`src/rtl/sys_ctrl_pkg.sv`:
```
// rtl/sys_ctrl_pkg.sv - command codes, sequencer state type and operand addresses for sys_ctrl_rx
package sys_ctrl_pkg;

  localparam logic [7:0] CMD_WR      = 8'hAA;
  localparam logic [7:0] CMD_RD      = 8'hBB;
  localparam logic [7:0] CMD_ALU_OP  = 8'hCC;
  localparam logic [7:0] CMD_ALU_NOP = 8'hDD;

  localparam int unsigned OPA_ADDR = 0;
  localparam int unsigned OPB_ADDR = 1;

  typedef enum logic [3:0] {
    ST_IDLE,
    ST_WR_ADDR,
    ST_WR_DATA,
    ST_RD_ADDR,
    ST_RD_WAIT,
    ST_ALU_A,
    ST_ALU_B,
    ST_ALU_FUN,
    ST_ALU_WAIT,
    ST_TX_LO,
    ST_TX_HI
  } sys_state_e;

  // States that are waiting on the next frame byte from the UART.
  function automatic logic is_byte_wait(input sys_state_e s);
    return (s == ST_WR_ADDR) || (s == ST_WR_DATA) || (s == ST_RD_ADDR) ||
           (s == ST_ALU_A)   || (s == ST_ALU_B)   || (s == ST_ALU_FUN);
  endfunction

endpackage

```
`src/rtl/sys_ctrl_frame_timer.sv`:
```
// rtl/sys_ctrl_frame_timer.sv - loadable down-counter that pulses expire after TIMEOUT_CYC running cycles
// Instantiated by sys_ctrl_rx only when SYS_CTRL_RX_TIMEOUT_EN is defined.
module sys_ctrl_frame_timer #(
  parameter int unsigned TIMEOUT_CYC = 4096
) (
  input  logic clk,
  input  logic resetn,
  input  logic load,
  input  logic run,
  output logic expire
);

  localparam int unsigned CW = (TIMEOUT_CYC > 2) ? $clog2(TIMEOUT_CYC) : 1;
  localparam logic [CW-1:0] START = CW'(TIMEOUT_CYC - 1);

  logic [CW-1:0] cnt_q, cnt_d;

  always_comb begin
    cnt_d = cnt_q;
    if (load) begin
      cnt_d = START;
    end else if (run && (cnt_q != '0)) begin
      cnt_d = cnt_q - 1'b1;
    end
  end

  always_ff @(posedge clk) begin
    if (!resetn) begin
      cnt_q <= START;
    end else begin
      cnt_q <= cnt_d;
    end
  end

  // A fresh byte (load) always beats an expiry in the same cycle.
  assign expire = run && !load && (cnt_q == '0);

endmodule

```
`src/rtl/sys_ctrl_rx.sv`:
```
// rtl/sys_ctrl_rx.sv - UART command frame sequencer driving register file, ALU and TX FIFO
// Optional inter-byte timeout enabled by defining SYS_CTRL_RX_TIMEOUT_EN.
module sys_ctrl_rx
  import sys_ctrl_pkg::*;
#(
  parameter int unsigned WIDTH       = 8,
  parameter int unsigned ADDR_W      = 4,
  parameter int unsigned TIMEOUT_CYC = 4096
) (
  input  logic                 CLK,
  input  logic                 RST,
  input  logic [WIDTH-1:0]     RX_P_DATA,
  input  logic                 RX_D_VLD,
  input  logic [WIDTH-1:0]     RF_RD_DATA,
  input  logic                 RF_RD_VLD,
  input  logic [2*WIDTH-1:0]   ALU_OUT,
  input  logic                 ALU_OUT_VLD,
  input  logic                 FIFO_FULL,
  output logic [ADDR_W-1:0]    RF_ADDR,
  output logic                 RF_WR_EN,
  output logic                 RF_RD_EN,
  output logic [WIDTH-1:0]     RF_WR_DATA,
  output logic                 ALU_EN,
  output logic [3:0]           ALU_FUN,
  output logic                 CLK_GATE_EN,
  output logic [WIDTH-1:0]     TX_WR_DATA,
  output logic                 TX_WR_EN,
  output logic                 BUSY
);

  sys_state_e         state_q, state_d;
  logic [ADDR_W-1:0]  addr_q, addr_d;
  logic [2*WIDTH-1:0] res_q, res_d;
  logic               is_alu_q, is_alu_d;
  logic [ADDR_W-1:0]  rf_addr_q, rf_addr_d;
  logic               rf_wr_en_q, rf_wr_en_d;
  logic               rf_rd_en_q, rf_rd_en_d;
  logic [WIDTH-1:0]   rf_wr_data_q, rf_wr_data_d;
  logic               alu_en_q, alu_en_d;
  logic [3:0]         alu_fun_q, alu_fun_d;
  logic               clk_gate_en_q, clk_gate_en_d;
  logic               tmo_expire;
  logic               in_tx;

`ifdef SYS_CTRL_RX_TIMEOUT_EN
  logic tmo_run;
  assign tmo_run = is_byte_wait(state_q);

  sys_ctrl_frame_timer #(
    .TIMEOUT_CYC (TIMEOUT_CYC)
  ) u_frame_timer (
    .clk    (CLK),
    .resetn (RST),
    .load   (RX_D_VLD || !tmo_run),
    .run    (tmo_run),
    .expire (tmo_expire)
  );
`else
  assign tmo_expire = 1'b0;
`endif

  always_comb begin
    state_d      = state_q;
    addr_d       = addr_q;
    res_d        = res_q;
    is_alu_d     = is_alu_q;
    rf_addr_d    = rf_addr_q;
    rf_wr_data_d = rf_wr_data_q;
    alu_fun_d    = alu_fun_q;
    rf_wr_en_d   = 1'b0;
    rf_rd_en_d   = 1'b0;
    alu_en_d     = 1'b0;

    case (state_q)
      ST_IDLE: begin
        if (RX_D_VLD) begin
          if (RX_P_DATA == WIDTH'(CMD_WR))           state_d = ST_WR_ADDR;
          else if (RX_P_DATA == WIDTH'(CMD_RD))      state_d = ST_RD_ADDR;
          else if (RX_P_DATA == WIDTH'(CMD_ALU_OP))  state_d = ST_ALU_A;
          else if (RX_P_DATA == WIDTH'(CMD_ALU_NOP)) state_d = ST_ALU_FUN;
        end
      end
      ST_WR_ADDR: begin
        if (RX_D_VLD) begin
          addr_d  = RX_P_DATA[ADDR_W-1:0];
          state_d = ST_WR_DATA;
        end
      end
      ST_WR_DATA: begin
        if (RX_D_VLD) begin
          rf_wr_en_d   = 1'b1;
          rf_addr_d    = addr_q;
          rf_wr_data_d = RX_P_DATA;
          state_d      = ST_IDLE;
        end
      end
      ST_RD_ADDR: begin
        if (RX_D_VLD) begin
          rf_rd_en_d = 1'b1;
          addr_d     = RX_P_DATA[ADDR_W-1:0];
          rf_addr_d  = RX_P_DATA[ADDR_W-1:0];
          is_alu_d   = 1'b0;
          state_d    = ST_RD_WAIT;
        end
      end
      ST_RD_WAIT: begin
        if (RF_RD_VLD) begin
          res_d   = {{WIDTH{1'b0}}, RF_RD_DATA};
          state_d = ST_TX_LO;
        end
      end
      ST_ALU_A: begin
        if (RX_D_VLD) begin
          rf_wr_en_d   = 1'b1;
          rf_addr_d    = ADDR_W'(OPA_ADDR);
          rf_wr_data_d = RX_P_DATA;
          state_d      = ST_ALU_B;
        end
      end
      ST_ALU_B: begin
        if (RX_D_VLD) begin
          rf_wr_en_d   = 1'b1;
          rf_addr_d    = ADDR_W'(OPB_ADDR);
          rf_wr_data_d = RX_P_DATA;
          state_d      = ST_ALU_FUN;
        end
      end
      ST_ALU_FUN: begin
        if (RX_D_VLD) begin
          alu_fun_d = RX_P_DATA[3:0];
          alu_en_d  = 1'b1;
          is_alu_d  = 1'b1;
          state_d   = ST_ALU_WAIT;
        end
      end
      ST_ALU_WAIT: begin
        if (ALU_OUT_VLD) begin
          res_d   = ALU_OUT;
          state_d = ST_TX_LO;
        end
      end
      // Push retries every cycle until the FIFO has room.
      ST_TX_LO: begin
        if (!FIFO_FULL) state_d = is_alu_q ? ST_TX_HI : ST_IDLE;
      end
      ST_TX_HI: begin
        if (!FIFO_FULL) state_d = ST_IDLE;
      end
      default: state_d = ST_IDLE;
    endcase

    if (tmo_expire) begin
      state_d = ST_IDLE;
    end

    clk_gate_en_d = (state_d == ST_ALU_FUN) || (state_d == ST_ALU_WAIT);
  end

  always_ff @(posedge CLK) begin
    if (!RST) begin
      state_q       <= ST_IDLE;
      addr_q        <= '0;
      res_q         <= '0;
      is_alu_q      <= 1'b0;
      rf_addr_q     <= '0;
      rf_wr_en_q    <= 1'b0;
      rf_rd_en_q    <= 1'b0;
      rf_wr_data_q  <= '0;
      alu_en_q      <= 1'b0;
      alu_fun_q     <= '0;
      clk_gate_en_q <= 1'b0;
    end else begin
      state_q       <= state_d;
      addr_q        <= addr_d;
      res_q         <= res_d;
      is_alu_q      <= is_alu_d;
      rf_addr_q     <= rf_addr_d;
      rf_wr_en_q    <= rf_wr_en_d;
      rf_rd_en_q    <= rf_rd_en_d;
      rf_wr_data_q  <= rf_wr_data_d;
      alu_en_q      <= alu_en_d;
      alu_fun_q     <= alu_fun_d;
      clk_gate_en_q <= clk_gate_en_d;
    end
  end

  // The push strobe looks at FIFO_FULL in the same cycle so a push can never land on a full FIFO.
  assign in_tx      = (state_q == ST_TX_LO) || (state_q == ST_TX_HI);
  assign TX_WR_EN   = in_tx && !FIFO_FULL;
  assign TX_WR_DATA = !TX_WR_EN ? '0 :
                      (state_q == ST_TX_HI) ? res_q[2*WIDTH-1:WIDTH] : res_q[WIDTH-1:0];

  assign RF_ADDR     = rf_addr_q;
  assign RF_WR_EN    = rf_wr_en_q;
  assign RF_RD_EN    = rf_rd_en_q;
  assign RF_WR_DATA  = rf_wr_data_q;
  assign ALU_EN      = alu_en_q;
  assign ALU_FUN     = alu_fun_q;
  assign CLK_GATE_EN = clk_gate_en_q;
  assign BUSY        = (state_q != ST_IDLE);

endmodule

```
`config.mk`:
```
export PLATFORM = sky130hd
export DESIGN_NAME = sys_ctrl_rx
export DESIGN_NICKNAME = d
export VERILOG_FILES = /design/src/rtl/sys_ctrl_pkg.sv /design/src/rtl/sys_ctrl_frame_timer.sv /design/src/rtl/sys_ctrl_rx.sv
export SDC_FILE = /design/constraint.sdc
export NUM_CORES = 1
export LEC_CHECK = 0
export CORE_MARGIN = 10
export CORE_UTILIZATION = 45
export CTS_CLUSTER_DIAMETER = 50
export CTS_CLUSTER_SIZE = 10
export DETAILED_ROUTE_END_ITERATION = 10
export PLACE_DENSITY = 0.77
export SLEW_MARGIN = 40
export SYNTH_ARGS = -nofsm -noshare
export SYNTH_HDL_FRONTEND = slang
export SYNTH_SLANG_ARGS = --single-unit
```
`constraint.sdc`:
```
create_clock -name CLK -period 1.9 [get_ports CLK]
set_input_delay 0.285 -clock CLK [delete_from_list [all_inputs] [get_ports CLK]]
set_output_delay 0.285 -clock CLK [all_outputs]
set_load 0.005 [all_outputs]
```
==> results by group, run 1 <==
Detailed routing
  – Number of DRC markers after the initial detailed-route iteration: between 150 and 200
  – Total iterations of the first detailed-routing run: 4
  – # DRC: 0
  – Via-to-Cell Ratio: approximately 5.4
  – Total detailed-routing wirelength: 7060 µm
  – Final antenna-violating net count: 0
  – Average detailed-routed wire length per instance: roughly 16 µm
  – Vias: 2373

Pwr
  – Tot Pwr: 1.89 mW
  – Power density over the cells: 542 nW/µm²
  – Max VDD drop: between 400 and 500 µV
  – LEAKAGE: roughly 1.3 nW

Synth
  – Register area share after synthesis: 0.397
  – Cell Area, Synth: between 2000 and 2500 µm²
  – Post-Synthesis Cells: 275
  – Synth unique cells: slightly below 50
  – Cell taking the most area after synthesis: dfxtp_1
  – Number of flip-flops and latches in the synthesized netlist: 45
  – Total nets after synthesis: 313
  – Largest cells by area after synthesis: dfxtp_1 (40%), mux2i_1 (11%), nor2_1 (7.3%)
  – Leading register cell type out of synthesis: dfxtp_1
  – Share of the synthesized area in the top cell type: 0.397
  – Post-synthesis async set-or-reset flop share: 0
  – Synth warn: 0
  – Avg Cell Area, Syn: a little over 8 µm²
  – Number of synthesized flops with an enable pin: 0

Global routing
  – Overflow after GRT: 0
  – Initial antenna violation count: 0
  – Layer carrying the most global-route usage: met2
  – GRT met2 Usage: 0.288
  – Global routing usage summed across all routing layers: 0.168
  – Met1 track demand over resource in global routing: 0.196
  – Largest net degree at the start of global routing: 39
  – Number of global-route vias before repair: between 2k and 2.5k
  – First-pass GRT wire length: 11900 µm
  – GRT met3 Usage: 0.0502

STA
  – Setup-violating endpoint count in the final report: 0
  – Final min period: 1.84 ns
  – Final worst slack: between 0.06 and 0.07 ns
  – Fmax: 0.544 GHz
  – Max-slew violations: 0
  – Setup repair after global routing missed its margin: true
  – Final Cycle Share: 0.967
  – Transition time of the tightest slew-check pin: 0.384 ns
  – Setup tns final: 0 ns
  – Worst setup skew after layout: around 0.0067 ns
  – Count of final hold-check violations: 0
  – Final hold slack: 0.476 ns
  – Slew headroom: 0.743

Worst hold path
  – Kind of path behind the tightest hold check: register to register
  – Hold Path Stages: 2
  – Worst Hold Launch: RF_ADDR[0]
  – Endpoint with the worst hold slack: RF_ADDR[0]

Critical path
  – Arr. time, crit path: between 1.5 and 2 ns
  – Worst-case register-to-register setup slack: ~0.09 ns
  – Worst r2r path cells: 7
  – Critical path launch point type: register
  – Type of the setup path with the least slack: register to primary output
  – Reg-to-reg critical path startpoint: state_q[0]
  – Reg-to-reg endpoint: CLK_GATE_EN
  – Worst-path fanout max: 7
  – Crit path required time: about 1.6 ns
  – Type of element capturing the critical path: primary output

Cells and area
  – Final nets: 410
  – Antenna cells: 0
  – Area of combinational cells with multiple inputs: around 1300 µm²
  – Fraction of final layout cells with drive strength greater than 1: 0.212
  – Filler cells: between 300 and 400
  – Register cell area after layout: slightly above 900 µm²
  – Core utilization of the finished layout: 0.726
  – Area grow syn2layout: 54.0%

CTS
  – Clk buf depth: 2
  – Clock tree from TritonCTS: done
  – Depth of the CTS H-tree: 2
  – Clock sink count: 45
  – Clock-pin transition on the worst setup and hold timing paths: about 0.09 ns
  – Root Driver: clkbuf_8
  – Count of hold-fix buffers inserted at cts: 0
  – Insertion delay to the later sink of the worst-skew pair: between 0.2 and 0.3 ns
  – Number of buffers created by CTS: 5

Floorplan
  – Core Footprint: slightly below 5000 µm²
  – Cell row count: 25
  – Die outline width: slightly above 90 µm
  – Floorplan die area: approximately 8300 µm²
  – Count of pins on the block boundary: 68
  – Die outline height: 91.0 µm
  – Effective utilization at floorplan: 0.471

Placed design
  – Weighted congestion at the end of routability-driven global placement: about 0.87
  – HPWL after detailed placement: between 5000 and 6000 µm
  – Port buffer count: 67
  – Post-Place Worst Slack: -0.233 ns

Run status
  – Run status: finished, final reports clean

Job
  – # Max-Cap Violations: 0
-- critical path, stage by stage (launching register included) --
cell	delay, ns
dfxtp_4	0.38
nand2b_4	0.16
nor2_4	0.10
buf_4	0.12
buf_6	0.11
nand2_1	0.07
a21oi_2	0.11
clkdlybuf4s15_2	0.21
-- logic make-up (layout without fill, tap and decap cells) --
logic type,Yosys count,in the layout,share of synthesized area
buf+inv,26,123,0.0518
xor+xnor,2,2,0.00772
flops,45,45,0.397
simple gates,108,108,0.232
compound gates,70,71,0.206
mux,24,24,0.106
-- flip-flops by register name, summed over array words and instances, names as in the netlist --
| signal | flops |
|---|---|
| res_q | 16 |
| RF_WR_DATA | 8 |
| ALU_FUN | 4 |
| RF_ADDR | 4 |
| addr_q | 4 |
| state_q | 4 |
| ALU_EN | 1 |
| CLK_GATE_EN | 1 |
| RF_RD_EN | 1 |
| RF_WR_EN | 1 |
| is_alu_q | 1 |
-- synthesized netlist by cell type (all sizes together) (2+ instances only) --
| master | instances |
|---|---|
| clkbuf | 4 |
| and3b | 2 |
| dfxtp | 45 |
| a211oi | 8 |
| xnor2 | 2 |
| and3 | 2 |
| a21boi | 2 |
| a221oi | 3 |
| o21ai | 12 |
| a21oi | 20 |
| buf | 16 |
| a22o | 3 |
| nor3 | 5 |
| and2 | 5 |
| a31oi | 2 |
| nand2 | 26 |
| mux2i | 24 |
| nand2b | 4 |
| inv | 6 |
| nor2b | 6 |
| nor4bb | 2 |
| a22oi | 8 |
| nand3b | 3 |
| nor2 | 44 |
| nand3 | 2 |
-- power breakdown --
| group | internal, mW | total (mW) | leakage [nW] | switching, mW |
|---|---|---|---|---|
| sequential | 0.942 | 0.946 | 0.365 | 0.00344 |
| clock | 0.428 | 0.752 | 0.0574 | 0.324 |
| combinational | 0.121 | 0.197 | 0.881 | 0.0767 |
| total | 1.49 | 1.89 | 1.30 | 0.404 |
-- metal layers --
| layer | vias up | share of wire |
|---|---|---|
| met5 | - | 0 |
| met4 | 0 | 0.0098 |
| met3 | 6 | 0.065 |
| met2 | 75 | 0.51 |
| met1 | 1124 | 0.42 |
| li1 | 1168 | - |
-- how the worst max path moves through the flow --
stage                          to  slack, ns  startpoint  cells after the start
floorplan             CLK_GATE_EN       0.30  state_q[2]                      7
global placement    TX_WR_DATA[1]      -0.18   FIFO_FULL                      5
detailed placement  TX_WR_DATA[1]      -0.23   FIFO_FULL                      5
CTS                 TX_WR_DATA[1]       0.03  state_q[0]                      7
global route        TX_WR_DATA[1]      -0.03  state_q[0]                      7
finish              TX_WR_DATA[1]       0.06  state_q[0]                      7
-- metrics by stage --
step	cell area, µm²	cells
final	3500	440
after global routing	3500	440
after CTS	3470	439
after detailed placement	3260	428
after global placement	3260	428
after floorplan	2270	275
-- final cells by class --
cell class              instances  share of cell area
multi-input cells             205               0.385
repair buffers                109               0.289
flip-flops and latches         45               0.261
well taps                      67              0.0240
clock buffers                   6              0.0236
clock inverters                 2              0.0107
inverters                       6             0.00644
-- cells in the final DEF (no fill, tap or decap), types with 3 or more instances in the layout --
cell and count:
a22oi_1 8, a22o_1 3, o21ai_0 10, buf_2 4, nand3b_1 3, mux2i_1 24
dfxtp_4 3, nand2_1 26, buf_4 36, buf_12 4, nor2_1 42, dlygate4sd2_1 4
nor3_1 5, a21oi_2 4, a211oi_1 8, inv_1 6, nor2b_1 4, a221oi_1 3
clkbuf_8 6, and2_1 4, clkdlybuf4s50_1 56, a21oi_1 16, dfxtp_1 41
-- timing repair --
action | CTS | global route
buffers inserted | 2 | 1
gates cloned | 1 | 0
pin swaps | 1 | 1
resized for setup | 41 | 20
endpoints found under the setup margin | 10 | 8
Power figures use the tool's default switching activity.
==> inputs of run 2 (changes only) <==
- CTS_CLUSTER_SIZE: 10 -> 14
==> results of run 2 <==
Same layout as run 1: the final DEF is identical, and so are final timing and power.
